[src/rtl/ram_seq_pkg.sv]
// Shared types and helpers for the asynchronous RAM sequencer.
package ram_seq_pkg;

  typedef enum logic [1:0] {
    StIdle,
    StSetup,
    StStrobe,
    StHold
  } state_e;

  // The counter must hold the largest phase length minus one; the +1 keeps width >= 1.
  function automatic int unsigned cnt_width(input int unsigned setup_c,
                                            input int unsigned access_c,
                                            input int unsigned hold_c);
    int unsigned m;
    m = setup_c;
    if (access_c > m) m = access_c;
    if (hold_c > m) m = hold_c;
    return $clog2(m) + 1;
  endfunction

endpackage

[src/rtl/ram_seq_timer.sv]
// Loadable down-counter with a zero flag, shared by the timed sequencer phases.
module ram_seq_timer #(
  parameter int unsigned Width = 3
) (
  input  logic             clk,
  input  logic             reset,
  input  logic             load,
  input  logic [Width-1:0] load_val,
  output logic             zero
);

  logic [Width-1:0] count_q, count_d;

  always_comb begin
    count_d = count_q;
    if (load) begin
      count_d = load_val;
    end else if (count_q != '0) begin
      count_d = count_q - Width'(1);
    end
  end

  always_ff @(posedge clk or posedge reset) begin
    if (reset) begin
      count_q <= '0;
    end else begin
      count_q <= count_d;
    end
  end

  assign zero = (count_q == '0);

endmodule

[src/rtl/ram_sequencer.sv]
// Converts a valid/ready request stream into registered CS/WE/OE strobes for an async RAM.
module ram_sequencer
  import ram_seq_pkg::*;
#(
  parameter int unsigned ADDR_W        = 16,
  parameter int unsigned DATA_W        = 8,
  parameter int unsigned SETUP_CYCLES  = 1,
  parameter int unsigned ACCESS_CYCLES = 5,
  parameter int unsigned HOLD_CYCLES   = 1
) (
  input  logic              clk,
  input  logic              reset,
  input  logic              req_valid,
  output logic              req_ready,
  input  logic              req_write,
  input  logic [ADDR_W-1:0] req_addr,
  input  logic [DATA_W-1:0] req_wdata,
  output logic              rsp_valid,
  output logic [DATA_W-1:0] rsp_rdata,
  output logic [ADDR_W-1:0] ram_addr,
  output logic [DATA_W-1:0] ram_wdata,
  input  logic [DATA_W-1:0] ram_rdata,
  output logic              ram_cs_bar,
  output logic              ram_we_bar,
  output logic              ram_oe_bar
);

  localparam int unsigned CntW = cnt_width(SETUP_CYCLES, ACCESS_CYCLES, HOLD_CYCLES);

  state_e            state_q, state_d;
  logic [ADDR_W-1:0] addr_q, addr_d;
  logic [DATA_W-1:0] wdata_q, wdata_d;
  logic [DATA_W-1:0] rdata_q, rdata_d;
  logic              write_q, write_d;
  logic              cs_bar_q, cs_bar_d;
  logic              we_bar_q, we_bar_d;
  logic              oe_bar_q, oe_bar_d;
  logic              rsp_valid_q, rsp_valid_d;

  logic              tmr_load;
  logic [CntW-1:0]   tmr_val;
  logic              tmr_zero;

  ram_seq_timer #(
    .Width(CntW)
  ) u_timer (
    .clk     (clk),
    .reset   (reset),
    .load    (tmr_load),
    .load_val(tmr_val),
    .zero    (tmr_zero)
  );

  always_comb begin
    state_d     = state_q;
    addr_d      = addr_q;
    wdata_d     = wdata_q;
    rdata_d     = rdata_q;
    write_d     = write_q;
    cs_bar_d    = 1'b1;
    we_bar_d    = 1'b1;
    oe_bar_d    = 1'b1;
    rsp_valid_d = 1'b0;
    tmr_load    = 1'b0;
    tmr_val     = '0;

    unique case (state_q)
      StIdle: begin
        if (req_valid) begin
          addr_d   = req_addr;
          wdata_d  = req_wdata;
          write_d  = req_write;
          state_d  = StSetup;
          tmr_load = 1'b1;
          tmr_val  = CntW'(SETUP_CYCLES - 1);
        end
      end
      StSetup: begin
        if (tmr_zero) begin
          state_d  = StStrobe;
          tmr_load = 1'b1;
          tmr_val  = CntW'(ACCESS_CYCLES - 1);
          cs_bar_d = 1'b0;
          we_bar_d = ~write_q;
          oe_bar_d = write_q;
        end
      end
      StStrobe: begin
        if (tmr_zero) begin
          // Read data is sampled on the same edge that releases the strobes.
          state_d  = StHold;
          tmr_load = 1'b1;
          tmr_val  = CntW'(HOLD_CYCLES - 1);
          if (!write_q) begin
            rdata_d = ram_rdata;
          end
        end else begin
          cs_bar_d = cs_bar_q;
          we_bar_d = we_bar_q;
          oe_bar_d = oe_bar_q;
        end
      end
      StHold: begin
        if (tmr_zero) begin
          state_d     = StIdle;
          rsp_valid_d = 1'b1;
        end
      end
      default: state_d = StIdle;
    endcase
  end

  always_ff @(posedge clk or posedge reset) begin
    if (reset) begin
      state_q     <= StIdle;
      addr_q      <= '0;
      wdata_q     <= '0;
      rdata_q     <= '0;
      write_q     <= 1'b0;
      cs_bar_q    <= 1'b1;
      we_bar_q    <= 1'b1;
      oe_bar_q    <= 1'b1;
      rsp_valid_q <= 1'b0;
    end else begin
      state_q     <= state_d;
      addr_q      <= addr_d;
      wdata_q     <= wdata_d;
      rdata_q     <= rdata_d;
      write_q     <= write_d;
      cs_bar_q    <= cs_bar_d;
      we_bar_q    <= we_bar_d;
      oe_bar_q    <= oe_bar_d;
      rsp_valid_q <= rsp_valid_d;
    end
  end

  assign req_ready  = (state_q == StIdle);
  assign rsp_valid  = rsp_valid_q;
  assign rsp_rdata  = rdata_q;
  assign ram_addr   = addr_q;
  assign ram_wdata  = wdata_q;
  assign ram_cs_bar = cs_bar_q;
  assign ram_we_bar = we_bar_q;
  assign ram_oe_bar = oe_bar_q;

endmodule

[config.mk]
export PLATFORM = sky130hd
export DESIGN_NAME = ram_sequencer
export DESIGN_NICKNAME = d
export VERILOG_FILES = /design/src/rtl/ram_seq_pkg.sv /design/src/rtl/ram_seq_timer.sv /design/src/rtl/ram_sequencer.sv
export SDC_FILE = /design/constraint.sdc
export NUM_CORES = 1
export LEC_CHECK = 0
export BUFFER_PORTS_ARGS = -buffer_cell sky130_fd_sc_hd__clkbuf_2
export CORE_MARGIN = 1.5
export CORE_UTILIZATION = 30
export DETAILED_ROUTE_END_ITERATION = 12
export SETUP_SLACK_MARGIN = 0.5
export SLEW_MARGIN = 10
export SYNTH_ARGS = -nofsm -noshare
export SYNTH_HDL_FRONTEND = slang
export SYNTH_SLANG_ARGS = --single-unit
[constraint.sdc]
create_clock -name clk -period 2 [get_ports clk]
set_input_delay 0.4 -clock clk [delete_from_list [all_inputs] [get_ports clk]]
set_output_delay 0.4 -clock clk [all_outputs]
set_load 0.05 [all_outputs]
# == Word level (Yosys, flattened, before mapping) ==
# Cells that the tools add are included.
# totals
regBits,43
input_bits,36
output_inout_bits,37
elab_cells,47
# op_classes
addsub,1
n_eq_ne,7
n_mux,20
n_bitwise,1
reduce_logical,8
# op_table
operator,n
two-way mux 2 bit,4
two-way mux 4 bit,2
"!= test 2 bit, second input constant",4
case mux 1 bit (2 select lines),4
case mux 2 bit (4 select lines),1
two-way mux 1 bit,7
two-way mux 3 bit,2
"equality test 2 bit, second input constant",2
logical NOT 4 bit,1
AND reduction 4 bit,1
nonzero test 4 bit,1
"subtractor 4 x 1 -> 4 bit, second input constant",1
AND reduction 3 bit,1
"equality test 2 x 1 -> 1 bit, second input constant",1
logical NOT 2 bit,1
AND reduction 2 bit,1
nonzero test 2 bit,1
OR reduction 2 bit,1
NOT 1 bit,1

# == Logic depth before layout (Yosys ltp) ==
# Gate-level depths: netlist of the first run.
# depth
depth_word,4
mapped_depth,7
depth_no_buf,5

# == Cells and area by module ==
# Synthesis of the first run repeated with hierarchy kept, for this count alone.
# unflattened
cells_unflattened,126
hier_area_um2,1881.8
# by_module_without_submodules
module,n_inst,cells_per_inst,area_each_um2,seq_area_each_um2
ram_sequencer,1,103,1645.3,979.7
ram_seq_timer,1,23,236.5,100.1

# == Least setup slack after synthesis of the first run ==
# OpenSTA, ideal clock, no wires.
# synth_timing
path_type,reg2reg
from,register state_q[0]
to,"register addr_q[10], in the netlist ram_addr[10]"
setup_time_ps,125
arrival_ps,1900
t_required_ps,1875
path_slack_ps,-25
path_stages_with_launch,7
n_path_buf,2
period_less_slack_ps,2025
path_cell_list,dfrtp_1 inv_1 ha_1 and2_1 buf_2 buf_4 mux2_2
# synth_between
elab_chain_cells,2
# synth_rtl
item,line_no,text
start: declaration,ram_sequencer.sv:30,"state_e state_q, state_d;"
start signal: assignment,ram_sequencer.sv:115,state_q <= StIdle;
start signal: assignment,ram_sequencer.sv:125,state_q <= state_d;
logical NOT 2 bit,-,
named net req_ready,ram_sequencer.sv:14,"output logic req_ready,"
AND reduction 2 bit (no line),-,
end signal: assignment,ram_sequencer.sv:126,addr_q <= addr_d;
end: declaration,ram_sequencer.sv:31,"logic [ADDR_W-1:0] addr_q, addr_d;"
# The timed path passes the listed nets, and every way through them passes these cells.
# A chain may end at the register's enable or synchronous reset.

# == Worst setup path in the final report of the first run ==
# layout_timing
from,register state_q[1]
to,output req_ready
# layout_between
elab_chain_cells,1
# layout_rtl
item,line_no,text
logical NOT 2 bit,ram_sequencer.sv:137,assign req_ready = (state_q == StIdle);
end: declaration,ram_sequencer.sv:14,
# No other way between the ends.

==> summary.txt, run 1 <==
Status = complete, no violations
EDFF count, synth = 0
# H-tree levels = 2
Synth unique cells = 22
Avg WL per Cell = 13.89 um
Worst-case clock buffer depth = 2
Critical Path RT = 1.60 ns
Total track usage = 0.1264
Syn avg cell area = 14.11 um^2
Ant diodes = 0
Clk slew on worst S/H paths = 0.08 ns
Busiest layer in global routing = met2
Final core occ = 0.4437
Routed vias = 1310
Critical-path maximum fanout = 5
Clock Latency Late Sink = 0.29 ns
1st-iter DRT viols = 44
Post-synthesis compound-gate area fraction = 0.04399
Slew HR = 0.5257
HP Class = input port to async pin
Core Box Area = 5886 um^2
Crit path capture type = primary output
Antenna-violating nets left = 0
Most common cell in the netlist = dfrtp_1
Post-Synth XOR/XNOR Area = 0.004811
Met1 capacity usage during global routing = 0.1453
Global-route wire length before repair = 6196 um
Seq/Total Area, Yosys = 0.5931
CTS Buf Count = 5
Rows = 28
Vias in the first global route = 1324
Fmax = 0.6586 GHz
1st-pass router iterations = 4
Post-route DRC = 0
Maxcap violations = 0
Finished Layout Cells = 291
Post-synth top area share = 0.5498
Cell accounting for the most synthesized area = dfrtp_1
Final worst slack = 0.4816 ns
Clock sinks = 43
Layout cell share with drive strength beyond 1 = 0.6389
Setup Skew = 0.003612 ns
IO Count = 73
Async SR Flop Fraction = 1.000
Setup crit start = state_q[1]
Fillers = 541
Final setup fails = 0
Period Utilization, post-route = 0.7592
Post-Synth Simple-Gate Area = 0.06186
Top cells by area, synth = dfrtp_1, mux2_2, ha_1
DIE WIDTH = 80.90 um
Cell total after placement = 275
Synthesis-stage register bit count = 43
Post-Route WL = 4042 um
GR Util met3 = 0.03371
Die area = 6545 um^2
Fin. Hold Viols = 0
Vias per cell = 4.502
Post-synthesis mux area share = 0.2144
Setup Crit Path Kind = flip-flop to primary output
Grt met2 use = 0.2167
RePlAce Congestion = 0.7518
Clk root buf = clkbuf_8
Layout area overhead = 43.44%
Main flop type after synthesis = dfrtp_1
Worst setup SP type = flip-flop
Nets = 258
Largest family of logic cells by synthesized area = multiplexers
Cell count after synthesis = 129
Ys Warns = 0
Grt total ovfl = 0
Largest net degree at the start of global routing = 20
Reg2reg start = u_timer.count_q[0]
Cell Area, Synth = 1820 um^2
Pre-CTS WS = 0.3576 ns
Die height = 80.90 um
Worst-Margin Slew = 0.7070 ns
Syn_nets = 172
Top cells by count, synth = dfrtp_1, mux2_2, inv_1, ha_1, o21ai_0
RSZ-0062 raised after global routing = yes
Post-CTS Hold Buffers = 0
Starting Density = 0.3093
Max-slew violations = 0
I/O Buffers = 72
Adder-cell share of the synthesized area = 0.04811
Critical Path AT = 1.12 ns
Setup total negative slack = 0 ns
DP HPWL = 2777 um
Initial antenna violation count = 0
CTS tree = yes
Tmin final = 1.518 ns
flip-flops by register name, summed over array words and instances (netlist names):
register / count
ram_addr: 16
ram_cs_bar: 1
ram_oe_bar: 1
ram_wdata: 8
ram_we_bar: 1
rsp_rdata: 8
rsp_valid: 1
state_q: 2
u_timer.count_q: 4
write_q: 1
worst max-delay path, stage by stage (launching register included):
cell	delay [ns]
dfrtp_1	0.39
inv_2	0.10
ha_4	0.19
buf_8	0.15
layer usage:
layer,part of all wire,wire length [um]
met1,0.41,1668
met2,0.50,2010
met3,0.071,285
met4,0.019,77
met5,0,0
stage by stage:
| step | cell area, um^2 | hold WS [ns] |
|---|---|---|
| 2_1_floorplan | 1921 | 0.4064 |
| 3_3_place_gp | 2349 | 0.4362 |
| 3_5_place_dp | 2349 | 0.4328 |
| 4_1_cts | 2571 | 0.1149 |
| 5_1_grt | 2611 | 0.1363 |
| 6_report | 2611 | 0.1089 |
worst paths after layout:
kind / to / slack, ns / cells after the start
max in group asynchronous: rsp_rdata[3] / 1.32 / 3
worst max register to register: rsp_rdata[7] / 0.51 / 5
worst max-delay path: req_ready / 0.48 / 3
worst min register to register: ram_we_bar / 0.45 / 1
min in group clk: write_q / 0.33 / 3
worst min-delay path: ram_addr[8] / 0.11 / 2
layout make-up:
cell class / instances / area [um^2] / share of cell area
clock buffer: 6 / 72.57 / 0.02779
clock inverter: 2 / 60.06 / 0.02300
inverter: 9 / 33.78 / 0.01294
multi-input combinational: 74 / 802.0 / 0.3071
sequential: 43 / 1080 / 0.4135
tap: 75 / 93.84 / 0.03594
timing repair buffer: 82 / 469.2 / 0.1797
cells by family after synthesis:
group / count (synthesis)
multiplexers: 35
buffers and inverters: 13
XOR/XNOR: 1
AND/OR/NAND/NOR: 16
AO/OA/AOI/OAI: 14
adder cells (fa/ha/maj): 7
flip-flops: 43
layout by cell type (no fill, tap or decap), types with 2 or more instances in the layout:
cell,n
dfrtp_1,40
a21oi_1,3
clkbuf_2,68
mux2_2,14
nor3b_1,3
nand2_1,3
inv_1,4
buf_4,8
dfstp_2,3
o22ai_1,2
nor2_1,3
bufinv_16,2
clkbuf_8,5
mux2_4,18
nor3_1,2
ha_1,5
mux2i_1,3
inv_2,4
clkbuf_4,3
ha_4,2
o21ai_0,4
and2_4,2
a31oi_1,2
timing repair:
item | in CTS | in global routing
gates cloned | 1 | 0
endpoints found under the setup margin | 41 | 35
resized for setup | 11 | 7
endpoints found under the hold margin | 0 | 0
buffers inserted | 5 | 2
pin swaps | 1 | 1
Power of run 1 is not shown: default switching activity piles up to over one toggle a cycle in this logic, so the estimate is an artifact.
==> run 2, diff against run 1 <==
==> constraint.sdc (replaced) <==
create_clock -name clk -period 1.4 [get_ports clk]
set_input_delay 0.28 -clock clk [delete_from_list [all_inputs] [get_ports clk]]
set_output_delay 0.28 -clock clk [all_outputs]
set_load 0.05 [all_outputs]
==> run 2 against run 1 <==
Compared with the run above:
- the run now ends with negative setup slack left
- highest routed layer unchanged
- critical path depth rose by 2
- cell count rose by 8.9%
- count of clock-buffer cells in the layout rose by 2
- first-iteration DRC count fell by 41%
- die area did not move
==> summary.txt, run 2 (synthesis gave the netlist of run 1 again) <==
Slew HR = 0.7423 (+0.2165)
Post-route DRC = 0 (unchanged)
FF-to-FF End = ram_addr[3]
Critical Path AT = 1.64 ns (+0.52 ns)
VDD IR max = 1855 uV
Leakage = 1.584 nW
Ant diodes = 0 (unchanged)
Setup Skew = 0.006973 ns (+0.003361 ns)
CTS Buf Count = 5 (unchanged)
Tmin final = 1.468 ns
Status = finished, violations left
Cell total after placement = 287 (+4.4%)
Vias per cell = 4.549 (+1.0%)
Clk slew on worst S/H paths = 0.07 ns (about the same)
Rows = 28 (unchanged)
Max reg flops = 16 (unchanged)
Antenna-violating nets left = 0 (unchanged)
CTS tree = yes
Initial antenna violation count = 0 (unchanged)
Fmax = 0.6813 GHz
IO Count = 73 (unchanged)
Starting Density = 0.3093 (unchanged)
Critical-path maximum fanout = 7 (+2)
Worst-Margin Slew = 0.3866 ns (-0.3204 ns)
Final core occ = 0.5565 (+0.1129)
Fin. Hold Viols = 0 (unchanged)
Layout area overhead = 79.93%
RePlAce Congestion = 0.7025 (-6.6%)
Crit-path slowest cell = dfrtp_1
Core Box Area = 5886 um^2 (unchanged)
Clock Latency Late Sink = 0.29 ns (about the same)
Critical Path RT = 1.58 ns (-0.02 ns)
Avg WL per Cell = 15.04 um (+8.3%)
DP HPWL = 2964 um (+6.7%)
Layout cell share with drive strength beyond 1 = 0.6901 (+0.05119)
Setup Crit Path Kind = flip-flop to flip-flop
Grt total ovfl = 0 (unchanged)
Post-Route WL = 4767 um (+18%)
1st-pass router iterations = 4 (unchanged)
Clock sinks = 43 (unchanged)
Final setup fails = 37 (+37)
Violated checks = negative setup slack
Finished Layout Cells = 317 (+8.9%)
Setup total negative slack = -1.303 ns (-1.303 ns)
Period Utilization, post-route = 1.048
Final worst slack = -0.06780 ns (-0.5494 ns)
Commonest non-fill, non-tap cell in the layout = dfrtp_1
Die height = 80.90 um (unchanged)
Maxcap violations = 0 (unchanged)
Global-route wire length before repair = 6886 um (+11%)
HP Class = input port to async pin
Nets = 284 (+10%)
Setup crit start = state_q[0]
Total track usage = 0.1432 (+0.01681)
R2r worst-path depth = 5 (unchanged)
R2R Setup Slk = -0.07 ns (-0.58 ns)
1st-iter DRT viols = 26 (-41%)
Max-slew violations = 0 (unchanged)
Die area = 6545 um^2 (unchanged)
Commonest non-fill, non-tap cells in the layout = dfrtp_1, clkbuf_2, buf_8
I/O Buffers = 72 (unchanged)
Worst setup SP type = flip-flop
Fillers = 461 (-15%)
RSZ-0062 raised after global routing = yes
Max incr delay on CP = 0.39 ns (about the same)
PD cells = 2906 nW/um^2
Worst-case clock buffer depth = 2 (unchanged)
DIE WIDTH = 80.90 um (unchanged)
Largest net degree at the start of global routing = 23 (+15%)
Routed vias = 1442 (+10%)
Reg2reg start = state_q[0]
Worst-path cell chain = inv_2 -> ha_4 -> and2_4 -> clkbuf_16 -> mux2_4
Vias in the first global route = 1417 (+7.0%)
Clk root buf = clkbuf_8
# H-tree levels = 2 (unchanged)
Crit path capture type = flip-flop
Setup crit end = ram_addr[3]
run 2: power breakdown:
group	switching [mW]	internal [mW]	total, mW
Clock	0.376	0.354	0.730
Sequential	0.554	1.87	2.42
Combinational	3.16	3.21	6.37
Total	4.09	5.43	9.52
run 2: how the worst min path moves through the flow:
stage               start      endpoint  depth (start not counted)
floorplan           reset   ram_addr[0]                          1
global placement    reset  ram_addr[13]                          2
detailed placement  reset  ram_wdata[2]                          2
CTS                 reset    ram_oe_bar                          2
global route        reset    ram_oe_bar                          2
finish              reset  ram_addr[14]                          3
run 2: through the flow:
stage	total power, mW	area (um^2)	hold WS [ns]	setup WS [ns]
final	9.521	3276	0.1052	-0.06780
after global routing	9.983	3276	0.09909	-0.1414
after CTS	8.917	3113	0.09107	-0.06227
after detailed placement	6.878	2521	0.2492	-0.05605
after global placement	6.834	2521	0.2515	-0.008309
after floorplan	5.773	1969	0.2768	-0.2120
run 2: final cells by class:
cell class	instances	area, um^2	share of cell area
inverters	9	37.54	0.01146
well taps	75	93.84	0.02865
repair buffers	109	1136	0.3468
clock buffers	8	80.08	0.02445
multi-input cells	73	848.3	0.2590
flip-flops and latches	43	1080	0.3296
run 2: metal layers:
metal	wire length (um)	part of all wire	track usage
met1	2016	0.42	0.1670
met2	2299	0.48	0.2450
met3	389	0.082	0.04719
met4	62	0.013	0.05172
met5	0	0	0
run 2: worst max-delay path, delay by kind of cell (launching register included):
| family | cells | cell delay, ns |
|---|---|---|
| buffers and inverters | 2 | 0.29 |
| flip-flops | 1 | 0.39 |
| AND/OR/NAND/NOR | 1 | 0.23 |
| adder cells (fa/ha/maj) | 1 | 0.14 |
| multiplexers | 1 | 0.30 |
run 2: what timing repair did:
action,4_1_cts,5_1_grt
pin swaps,3,2
gates resized for setup,90,37
hold buffers,1,0
cloned,1,1
endpoints found under the setup margin,80,87
hold endpoints to repair,7,0
setup buffers,8,11
Power figures use the tool's default switching activity.
==> run 3, diff against run 2 <==
--- a/config.mk
+++ b/config.mk
@@ -7,8 +7,9 @@
 export LEC_CHECK = 0
 export BUFFER_PORTS_ARGS = -buffer_cell sky130_fd_sc_hd__clkbuf_2
 export CORE_MARGIN = 1.5
-export CORE_UTILIZATION = 30
+export CORE_UTILIZATION = 47
 export DETAILED_ROUTE_END_ITERATION = 12
+export PLACE_DENSITY = 0.78
 export SETUP_SLACK_MARGIN = 0.5
 export SLEW_MARGIN = 10
 export SYNTH_ARGS = -nofsm -noshare
==> run 3 against run 2 <==
Compared with the run above:
- the flow finishes with violations (negative hold slack, negative setup slack)
- sequential cell count is the same
- first-iteration DRC count rose by 92%
- hold slack worse by 0.16 ns
- die area is 35% lower
==> summary.txt, run 3 (synthesis gave the netlist of run 1 again) <==
DP HPWL = 2929 um (-1.2%)
Rows = 22 (-21%)
Clk slew on worst S/H paths = 0.08 ns (about the same)
Worst-Margin Slew = 0.3883 ns (+0.001698 ns)
Core Box Area = 3689 um^2 (-37%)
HP Class = input port to async pin
Initial antenna violation count = 0 (unchanged)
Final setup fails = 43 (+16%)
Pre-CTS WS = -0.08370 ns (-0.02766 ns)
Setup total negative slack = -5.163 ns (-3.859 ns)
Hold_ws = -0.05128 ns (-0.1564 ns)
Crit-path slowest cell = dfrtp_1
Critical Path AT = 1.75 ns (+0.11 ns)
CTS Buf Count = 5 (unchanged)
Die height = 65.24 um (-19%)
Clock Latency Late Sink = 0.32 ns (+0.03 ns)
Commonest non-fill, non-tap cell in the layout = buf_4
1st-iter DRT viols = 50 (+92%)
Max-slew violations = 0 (unchanged)
Max reg flops = 16 (unchanged)
Setup Crit Path Kind = flip-flop to flip-flop
# H-tree levels = 2 (unchanged)
Ant diodes = 0 (unchanged)
Antenna-violating nets left = 0 (unchanged)
Violated checks = negative hold slack, negative setup slack
R2r worst-path depth = 5 (unchanged)
Status = finished, violations left
Largest net degree at the start of global routing = 29 (+26%)
Final core occ = 0.9562 (+0.3997)
Vias in the first global route = 1761 (+24%)
Nets = 306 (+7.7%)
RePlAce Congestion = 0.7889 (+12%)
Cell total after placement = 257 (-10%)
Tmin final = 1.558 ns (+0.08994 ns)
Vias per cell = 5.468 (+20%)
Setup crit start = u_timer.count_q[0]
Fmax = 0.6420 GHz (-5.8%)
CP Buf/Inv Count = 1 (-1)
Avg WL per Cell = 24.20 um (+61%)
Post-Route WL = 7550 um (+58%)
Leakage = 1.710 nW (+8.0%)
Maxcap violations = 0 (unchanged)
Placed Instance Area = 2465 um^2 (-2.2%)
Critical Path RT = 1.59 ns (about the same)
Worst-path cell chain = inv_2 -> ha_4 -> nor3b_4 -> nand3_4 -> mux2_4
Critical-path maximum fanout = 8 (+1)
Non-Filler Cell Area, Final = 3527 um^2 (+7.7%)
CP delay by family, top = simple AND/OR/NAND/NOR gates
Grt total ovfl = 0 (unchanged)
RSZ-0062 raised after global routing = yes
IO Count = 73 (unchanged)
Die area = 4256 um^2 (-35%)
Worst-case clock buffer depth = 2 (unchanged)
Fin. Hold Viols = 12 (+12)
DIE WIDTH = 65.24 um (-19%)
Starting Density = 0.4936 (+0.1842)
Total track usage = 0.2824 (+0.1392)
1st-pass router iterations = 4 (unchanged)
Routed vias = 1706 (+18%)
Global-route wire length before repair = 8783 um (+28%)
Crit path capture type = flip-flop
Layout area overhead = 93.75%
Setup Skew = 0.01374 ns (+0.006768 ns)
Period Utilization, post-route = 1.113 (+0.06424)
Max incr delay on CP = 0.41 ns (+0.02 ns)
Commonest non-fill, non-tap cells in the layout = buf_4, dfrtp_1, clkbuf_2, buf_8, mux2_4
VDD IR max = 1914 uV (+3.2%)
Slew HR = 0.7406 (-0.001678)
PD cells = 3142 nW/um^2 (+8.1%)
Worst setup SP type = flip-flop
Final worst slack = -0.1577 ns (-0.08994 ns)
Clock sinks = 43 (unchanged)
I/O Buffers = 72 (unchanged)
CTS tree = yes
Finished Layout Cells = 312 (-1.6%)
Levels on crit path = 5 (unchanged)
Layout cell share with drive strength beyond 1 = 0.7727 (+0.08264)
Post-route DRC = 0 (unchanged)
Reg2reg start = u_timer.count_q[0]
Clk root buf = clkbuf_8
## run 3: cell count changes in the layout (fill, tap and decap cells not counted), moves of 2 or more
cell,delta
o21ai_1,-2
clkbuf_16,-2
ha_2,+2
clkbuf_1,-3
buf_8,+2
ha_1,-3
inv_1,-3
buf_4,+15
buf_6,+5
o21ai_2,+2
buf_12,+2
inv_2,+3
## run 3: stage by stage
stage	hold slack (ns)	total power, mW
CTS	-0.04217	9.375
detailed placement	0.2744	6.861
global route	-0.02650	11.42
finish	-0.05128	11.08
floorplan	0.2768	5.773
global placement	0.2696	6.690
## run 3: per-layer routing
layer,global-route usage,wire (um),vias to the layer above
met3,0.05137,458,35
met4,0.1042,416,0
met2,0.5625,4066,99
li1,-,-,715
met5,0,0,-
met1,0.2872,2609,857
## run 3: final timing paths
check	slack, ns	to
worst min-delay path	-0.05	ram_wdata[4]
worst max register to register	-0.16	rsp_rdata[7]
worst min register to register	0.54	ram_we_bar
max in group asynchronous	1.00	rsp_rdata[5]
min in group clk	0.20	ram_wdata[2]
worst max-delay path	-0.16	rsp_rdata[7]
## run 3: area by class of cell
class,instances,area (um^2)
Fill cell,89,161.4
Clock inverter,2,35.03
Multi-Input combinational cell,73,892.1
Inverter,9,37.54
Timing Repair Buffer,131,1340
Sequential cell,43,1080
Tap cell,48,60.06
Clock buffer,6,82.58
## run 3: power breakdown
group,switching [mW],internal (mW)
sequential,0.685,1.86
combinational,3.72,3.79
clock,0.448,0.577
total,4.85,6.23
## run 3: what timing repair did
item | CTS | global route
cloned | 2 | 1
pin swaps | 3 | 10
setup endpoints to repair | 80 | 80
resized for setup | 87 | 58
buffers inserted | 22 | 22
endpoints found under the hold margin | 12 | 12
